[src/rtl/seq_pkg.sv]
// Shared definitions for the programmable serial sequence detector:
// FSM state encoding and default widths.
package seq_pkg;

  // FILL: still collecting the first WIDTH bits since the last restart.
  // ARMED_ST: a full window of WIDTH bits is present.
  typedef enum logic {
    FILL     = 1'b0,
    ARMED_ST = 1'b1
  } state_t;

  localparam int DEF_WIDTH = 8;
  localparam int DEF_CNT_W = 8;

endpackage

[src/rtl/sat_counter.sv]
// Saturating up-counter with synchronous clear; clear beats increment.
module sat_counter #(
  parameter int CNT_W = 8
) (
  input  logic             clk,
  input  logic             rst_n,
  input  logic             clr,
  input  logic             inc,
  output logic [CNT_W-1:0] cnt
);

  // Count increments, holding at all-ones, cleared on request.
  always_ff @(posedge clk or negedge rst_n) begin
    if (!rst_n) begin
      cnt <= '0;
    end else if (clr) begin
      cnt <= '0;
    end else if (inc && (cnt != {CNT_W{1'b1}})) begin
      cnt <= cnt + 1'b1;
    end
  end

endmodule

[src/rtl/seq_detect_prog.sv]
// Programmable serial sequence detector with masked compare, optional
// overlapping matches and a saturating match counter.
module seq_detect_prog
  import seq_pkg::*;
#(
  parameter int WIDTH = DEF_WIDTH,
  parameter int CNT_W = DEF_CNT_W
) (
  input  logic             clk,
  input  logic             rst_n,
  input  logic             d_in,
  input  logic             d_valid,
  input  logic             load,
  input  logic [WIDTH-1:0] pattern,
  input  logic [WIDTH-1:0] mask,
  input  logic             overlap,
  input  logic             cnt_clr,
  output logic             match,
  output logic [CNT_W-1:0] match_cnt,
  output logic             armed
);

  // Fill counter must be able to hold the value WIDTH itself.
  localparam int FILL_W = $clog2(WIDTH + 1);
  localparam logic [FILL_W-1:0] LAST_FILL = FILL_W'(WIDTH - 1);
  localparam logic [FILL_W-1:0] FULL_FILL = FILL_W'(WIDTH);

  state_t            state;
  logic [WIDTH-1:0]  history;
  logic [FILL_W-1:0] fill_cnt;
  logic [WIDTH-1:0]  pattern_r;
  logic [WIDTH-1:0]  mask_r;
  logic              overlap_r;

  logic [WIDTH-1:0]  hist_next;
  logic              window_full;
  logic              hit;

  // Compare the post-shift window; the sample that completes the first
  // full window is already eligible. LOAD discards the sample entirely.
  always_comb begin
    hist_next   = {history[WIDTH-2:0], d_in};
    window_full = (state == ARMED_ST) || (fill_cnt == LAST_FILL);
    hit         = d_valid && !load && window_full &&
                  (((hist_next ^ pattern_r) & ~mask_r) == '0);
  end

  // Detector FSM: configuration capture, history shifting, fill tracking
  // and the registered match pulse / armed flag.
  always_ff @(posedge clk or negedge rst_n) begin
    if (!rst_n) begin
      state     <= FILL;
      history   <= '0;
      fill_cnt  <= '0;
      pattern_r <= '0;
      mask_r    <= '0;
      overlap_r <= 1'b1;
      match     <= 1'b0;
      armed     <= 1'b0;
    end else if (load) begin
      pattern_r <= pattern;
      mask_r    <= mask;
      overlap_r <= overlap;
      state     <= FILL;
      history   <= '0;
      fill_cnt  <= '0;
      match     <= 1'b0;
      armed     <= 1'b0;
    end else if (d_valid) begin
      match <= hit;
      if (hit && !overlap_r) begin
        // Non-overlapping mode: a match restarts collection from scratch.
        state    <= FILL;
        history  <= '0;
        fill_cnt <= '0;
        armed    <= 1'b0;
      end else begin
        history <= hist_next;
        if (state == FILL) begin
          if (fill_cnt == LAST_FILL) begin
            state    <= ARMED_ST;
            fill_cnt <= FULL_FILL;
            armed    <= 1'b1;
          end else begin
            fill_cnt <= fill_cnt + 1'b1;
          end
        end
      end
    end else begin
      match <= 1'b0;
    end
  end

  // Match counter shares the sample edge with the match pulse so both
  // outputs change together.
  sat_counter #(
    .CNT_W(CNT_W)
  ) u_cnt (
    .clk  (clk),
    .rst_n(rst_n),
    .clr  (cnt_clr),
    .inc  (hit),
    .cnt  (match_cnt)
  );

endmodule

[config.mk]
export PLATFORM = sky130hd
export DESIGN_NAME = seq_detect_prog
export DESIGN_NICKNAME = d
export VERILOG_FILES = /design/src/rtl/seq_pkg.sv /design/src/rtl/sat_counter.sv /design/src/rtl/seq_detect_prog.sv
export SDC_FILE = /design/constraint.sdc
export NUM_CORES = 1
export LEC_CHECK = 0
export BUFFER_PORTS_ARGS = -buffer_cell sky130_fd_sc_hd__buf_2
export CORE_ASPECT_RATIO = 2
export CORE_MARGIN = 2
export CORE_UTILIZATION = 40
export CTS_CLUSTER_SIZE = 14
export DETAILED_ROUTE_END_ITERATION = 7
export PLACE_DENSITY = 0.68
export SYNTH_ARGS = -nofsm -noshare
export SYNTH_HDL_FRONTEND = slang
export SYNTH_SLANG_ARGS = --single-unit
export TNS_END_PERCENT = 5
[constraint.sdc]
create_clock -name clk -period 2.5 [get_ports clk]
set_clock_uncertainty 0.2 [all_clocks]
set_input_delay 0.5 -clock clk [delete_from_list [all_inputs] [get_ports clk]]
set_output_delay 0.5 -clock clk [all_outputs]
set_load 0.02 [all_outputs]
=== After elaboration in Yosys (flattened, before gate mapping) ===
Cells that the tools add are included.

* Register bits: 39
* Latch bits: 0
* RAM bits: 0
* Memory bits (read-only): 0
* Bits of input ports: 23
* Memories: 0

* Add/sub/neg operators: 2
* Multiply operators: 0
* Divide/modulo/power cells: 0
* $lt $le $gt $ge: 0
* Equality and inequality tests: 3
* Shifts and indexed selects: 0
* Mux-type cells: 22
* Bitwise gates (word level): 3
* Reductions and logical operators: 14

{| class="wikitable"
|+ Operators with widths
! cell !! count
|-
| 2-to-1 mux 7 bit || 3
|-
| 2-to-1 mux 4 bit || 5
|-
| 2-to-1 mux 8 bit || 2
|-
| 2-to-1 mux 1 bit || 12
|-
| adder 8 x 1 -> 8 bit, second input constant || 1
|-
| bitwise AND 8 bit || 1
|-
| logical NOT 8 bit || 1
|-
| != test 8 bit, second input constant || 1
|-
| inverter 8 bit || 1
|-
| bitwise XOR 8 bit || 1
|-
| logical AND 1 bit || 5
|-
| adder 4 x 1 -> 4 bit, second input constant || 1
|-
| == test 4 x 3 -> 1 bit, second input constant || 1
|-
| nonzero test 2 bit || 2
|-
| != test 3 x 2 -> 1 bit, second input constant || 1
|-
| AND reduction 3 bit || 1
|-
| nonzero test 3 bit || 1
|-
| logical NOT 1 bit || 2
|-
| AND reduction 2 bit || 1
|-
| logical OR 1 bit || 1
|}

=== Longest topological paths before layout ===
* Depth in word-level cells: 8
* Depth in mapped cells: 8
* Mapped depth without buffers: 6

=== Cells and area by module ===
A second synthesis with hierarchy kept.

* Cells, all modules: 170
* Area total of the unflattened synthesis: 1891.8 um2

{| class="wikitable"
|+ Modules (own cells, without submodules)
! module !! instances !! cells an instance !! area an instance (um2)
|-
| seq_detect_prog || 1 || 121 || 1427.6
|-
| sat_counter || 1 || 49 || 464.2
|}

=== Worst setup path before layout ===
No wires, ideal clock.

* Kind: in2reg
* From: input port d_in
* To: register history[0]
* Arrival: 2042 ps
* Path slack: 137 ps
* Stages on the path: 7
* Buffers on the path: 2
* Cells stage by stage: xnor2_1 > o22ai_1 > or4_4 > buf_6 > or3_1 > buf_2 > a32o_1

* Cells in the longest elaborated chain, start to end: 8

{| class="wikitable"
|+ RTL lines
! element !! line !! RTL
|-
| from (decl) || seq_detect_prog.sv:11 || <nowiki>input logic d_in,</nowiki>
|-
| bitwise XOR 8 bit || seq_detect_prog.sv:45 || <nowiki>(((hist_next ^ pattern_r) & ~mask_r) == '0);</nowiki>
|-
| bitwise AND 8 bit || seq_detect_prog.sv:45 ||
|-
| logical NOT 8 bit || seq_detect_prog.sv:45 ||
|-
| logical AND 1 bit || seq_detect_prog.sv:44 || <nowiki>hit = d_valid && !load && window_full &&</nowiki>
|-
| logical AND 1 bit || seq_detect_prog.sv:71 || <nowiki>if (hit && !overlap_r) begin</nowiki>
|-
| 2-to-1 mux 7 bit * || seq_detect_prog.sv:71 ||
|-
| 2-to-1 mux 7 bit * || seq_detect_prog.sv:69 || <nowiki>end else if (d_valid) begin</nowiki>
|-
| 2-to-1 mux 7 bit * || seq_detect_prog.sv:60 || <nowiki>end else if (load) begin</nowiki>
|-
| to (signal assigned) || seq_detect_prog.sv:78 || <nowiki>history <= hist_next;</nowiki>
|-
| to (decl) || seq_detect_prog.sv:29 || <nowiki>logic [WIDTH-1:0] history;</nowiki>
|}

Every way passes the cells marked *; elsewhere a longest branch is shown, timed or not. The select of a mux whose other input is x is not followed.
A chain may end at the register's enable or synchronous reset.

=== Worst setup path after layout ===
* From: register history[4]
* To: register history[5]

* Cells in the longest elaborated chain, start to end: 8

{| class="wikitable"
|+ RTL lines
! element !! line
|-
| bitwise XOR 8 bit || seq_detect_prog.sv:45
|-
| bitwise AND 8 bit || seq_detect_prog.sv:45
|-
| logical NOT 8 bit || seq_detect_prog.sv:45
|-
| logical AND 1 bit || seq_detect_prog.sv:44
|-
| logical AND 1 bit || seq_detect_prog.sv:71
|-
| 2-to-1 mux 7 bit * || seq_detect_prog.sv:71
|-
| 2-to-1 mux 7 bit * || seq_detect_prog.sv:69
|-
| 2-to-1 mux 7 bit * || seq_detect_prog.sv:60
|}

Marks and branches as above.

==> summary.md <==
| Metric | Value |
|---|---|
| Vias in the first global route | 1356 |
| Post-synthesis instance area | 1820 um2 |
| Avg Inst Size Synth | 11.7 um2 |
| Residual DRC | 0 |
| Highest clock rate | 422 MHz |
| Clock root cell | sky130_fd_sc_hd__clkbuf_8 |
| Antenna violations before repair | 0 |
| CTS hold repair buffers | 0 |
| Leading cell types in the layout, fill and taps excluded | sky130_fd_sc_hd__dfrtp_1 (38), sky130_fd_sc_hd__buf_2 (32), sky130_fd_sc_hd__mux2_2 (19) |
| Starting DRT DRC Count | 38 |
| Insertion delay of the later-clocked pin in the worst-skew pair | 280 ps |
| Internal cell power | 1030 uW |
| Dominant synthesized flop cell | sky130_fd_sc_hd__dfrtp_1 |
| HPWL Detailed | 2700 um |
| Number of max-cap violations | 0 |
| Part of the cycle the worst path needs | 94.8% |
| Post-synthesis cell type with the largest combined area | sky130_fd_sc_hd__dfrtp_1 |
| First-pass iteration count of the detailed router | 4 |
| Overall routed net length | 3660 um |
| CP max FO | 10 |
| Placed Instances | 238 |
| Number of standard cells in the layout, taps in and fillers out | 246 |
| Chip Height | 99.3 um |
| Vias/cell | 5.54 |
| Area share of the largest cell type after synthesis | 52.3% |
| Classification of the worst-slack hold path | in -> async |
| Synthesized flop and latch total | 39 |
| Area of the die | 5130 um2 |
| Clock network fraction of total power | 38.4% |
| Number of inserted filler cells in the final layout | 422 |
| Syn Inst Count | 156 |
| Setup repair after global routing missed its margin | false |
| Leading cell type in the layout, fill and taps excluded | sky130_fd_sc_hd__dfrtp_1 |
| Critical path endpoint | history[5] |
| Slew at the pin closest to its max-slew limit | 847 ps |
| Crit end category | flip-flop |
| Crit. Startpoint | history[4] |
| Kind of start point of the critical path | flip-flop |
| Net count, final | 216 |
| Number of max-slew violations in the final report | 0 |
| Kind of cell adding the most delay to the critical path | simple AND/OR/NAND/NOR gates |
| Number of gates resized after CTS | 0 |
| Async S/R FF share, synth | 100% |
| Area used by multi-input combinational logic | 777 um2 |
| Initial cell density of the core | 41.9% |
| Worst endpoint data arrival time | 2340 ps |
| Worst r2r dst | history[5] |
| Worst reg2reg path startpoint | history[4] |
| Antenna violation net count after detailed routing | 0 |
| Slowest Stage Delay on Critical Path | 600 ps |
| Cell leakage power | 0.000941 uW |
| Pwr per Cell Area | 615 nW/um2 |
| Number of failing setup endpoints in the final timing report | 0 |
| Cells taking the most area after synthesis | sky130_fd_sc_hd__dfrtp_1 (52%), sky130_fd_sc_hd__mux2_2 (12%), sky130_fd_sc_hd__a32o_1 (3.9%), sky130_fd_sc_hd__xnor2_1 (3.9%), sky130_fd_sc_hd__a21oi_1 (3.6%) |
| Synth warn | 0 |
| Layout overhead on the synthesized area | 18.4% |
| Switching part of the total | 22.2% |
| H-tree levels | 2 |
| Flip-flop and latch area | 977 um2 |
| Synthesized Nets | 181 |
| Inserted Clock Buffers | 5 |
| Average wire per standard cell | 14.9 um |
| Post-CTS Setup Inserts | 0 |
| Required time at the endpoint of the critical path | 2470 ps |
| Number of cells on the worst reg-to-reg path | 5 |
| Antenna Diode Count | 0 |
| Time the final worst path needs with I/O delays and setup | 2370 ps |
| Global-route wire length before repair | 6290 um |
| Worst setup margin | 131 ps |
| Total Routing Usage GR | 16.2% |
| Count of cell types in the netlist | 34 |
| Maximum vdd drop | 0.000594 V |
| Combinational group share of total power | 9.7% |
| Pin count of the biggest net entering global routing | 40 |
| Critical setup path kind | reg -> reg |
| Sequential cell area fraction in the yosys report | 53.8% |
| Outcome | complete, no violations |
| Port bufs | 32 |
| Number of gates on the worst path with buffers counted | 5 |
| Hold Violations, Final | 0 |
| Number of buffers between clock root and the deepest sink | 2 |
| Setup slack of the worst register-to-register path | 130 ps |
| Number of enable flip-flop cells after synthesis | 0 |
| Net Sw Power | 294 uW |
| Sequential share of power | 51.9% |
| TritonCTS clock tree | yes |
| Share of final-layout standard cells stronger than drive strength 1 | 34.9% |
| Via total after detailed routing | 1364 |
| Crit path buf inv count | 0 |
| Final weighted congestion in routability-driven placement | 0.734 |
| Pre-CTS setup slack | -60.3 ps |
| CTS clock-pin slew for the worst setup and hold paths | 80 ps |
| Sum of overflow across all layers after global routing | 0 |
| Core box area | 4340 um2 |
| Worst slew margin | 43.6% |
| I/O pin cnt | 33 |
| Die X-Extent | 51.7 um |
| Placement Rows | 34 |
| Critical Path Slowest Stage Cell | sky130_fd_sc_hd__or4_4 |
| Number of sinks driven by the clock tree | 39 |
| Series of cell instances along the critical path | xnor2_1 > o22ai_1 > or4_4 > or3_1 > a32o_1 |
[per-layer routing]
layer	up-vias	routed length [um]	track usage [%]
met5	-	0	0
met4	0	60	6.68
met3	5	143	3.15
met2	32	2040	27.9
met1	678	1420	19.0
li1	649	-	-
[cell families after synthesis]
logic type	Yosys count	synth area share, %
buffers and inverters	15	3.72
adder cells (fa/ha/maj)	2	1.38
XOR/XNOR	8	3.85
AND/OR/NAND/NOR	33	10.5
multiplexers	19	11.8
flip-flops	39	53.8
AO/OA/AOI/OAI	40	15.1
[flip-flops by register name (all words and copies together) (netlist names)]
name	cells
armed	1
fill_cnt	4
history	7
mask_r	8
match	1
overlap_r	1
pattern_r	8
state	1
u_cnt.cnt	8
[final cells by class]
type                    instances  share of cell area [%]
inverters                       5                   0.872
repair buffers                 38                    9.53
flip-flops and latches         39                    45.4
clock inverters                 1                    1.40
clock buffers                   7                    3.55
multi-input cells             102                    36.1
well taps                      54                    3.14
[stage by stage]
step	util (%)	power [uW]	setup TNS (ps)	cell area, um2	hold WS [ps]
4_1_cts	49.5	1350	0	2150	161
3_3_place_gp	47.1	828	-46.4	2040	294
3_5_place_dp	47.1	831	-447	2040	301
5_1_grt	49.6	1390	0	2150	219
6_report	49.6	1320	0	2150	117
2_1_floorplan	-	780	0	1820	4.41
[worst min-delay path by stage]
stage	start	endpoint	cells after the start
final	rst_n	u_cnt.cnt[5]	1
after global routing	rst_n	mask_r[1]	1
after floorplan	rst_n	armed	0
after CTS	rst_n	u_cnt.cnt[5]	1
after detailed placement	mask_r[1]	mask_r[1]	1
after global placement	mask_r[2]	mask_r[2]	1
[synth_stat cells, types with 2 or more instances]
cell type	count
sky130_fd_sc_hd__nor3_1	5
sky130_fd_sc_hd__ha_1	2
sky130_fd_sc_hd__nor2_1	3
sky130_fd_sc_hd__clkbuf_1	4
sky130_fd_sc_hd__a31oi_1	2
sky130_fd_sc_hd__xnor2_1	8
sky130_fd_sc_hd__o22ai_1	4
sky130_fd_sc_hd__o21ai_0	2
sky130_fd_sc_hd__nand4_1	2
sky130_fd_sc_hd__buf_1	2
sky130_fd_sc_hd__nor2b_1	3
sky130_fd_sc_hd__a21oi_1	13
sky130_fd_sc_hd__nand3_1	3
sky130_fd_sc_hd__or4_1	4
sky130_fd_sc_hd__nand2_1	5
sky130_fd_sc_hd__inv_1	5
sky130_fd_sc_hd__a32o_1	7
sky130_fd_sc_hd__or3_1	3
sky130_fd_sc_hd__o31ai_1	7
sky130_fd_sc_hd__mux2_2	19
sky130_fd_sc_hd__dfrtp_1	38
sky130_fd_sc_hd__buf_2	3
[power groups by stage]
stage	combinational, uW	sequential, uW	clock (uW)
floorplan	86.7	694	0
global placement	128	700	0
detailed placement	131	700	0
CTS	131	688	528
global route	145	692	551
finish	128	687	509
Note: power is estimated with default switching activity, not from simulation.
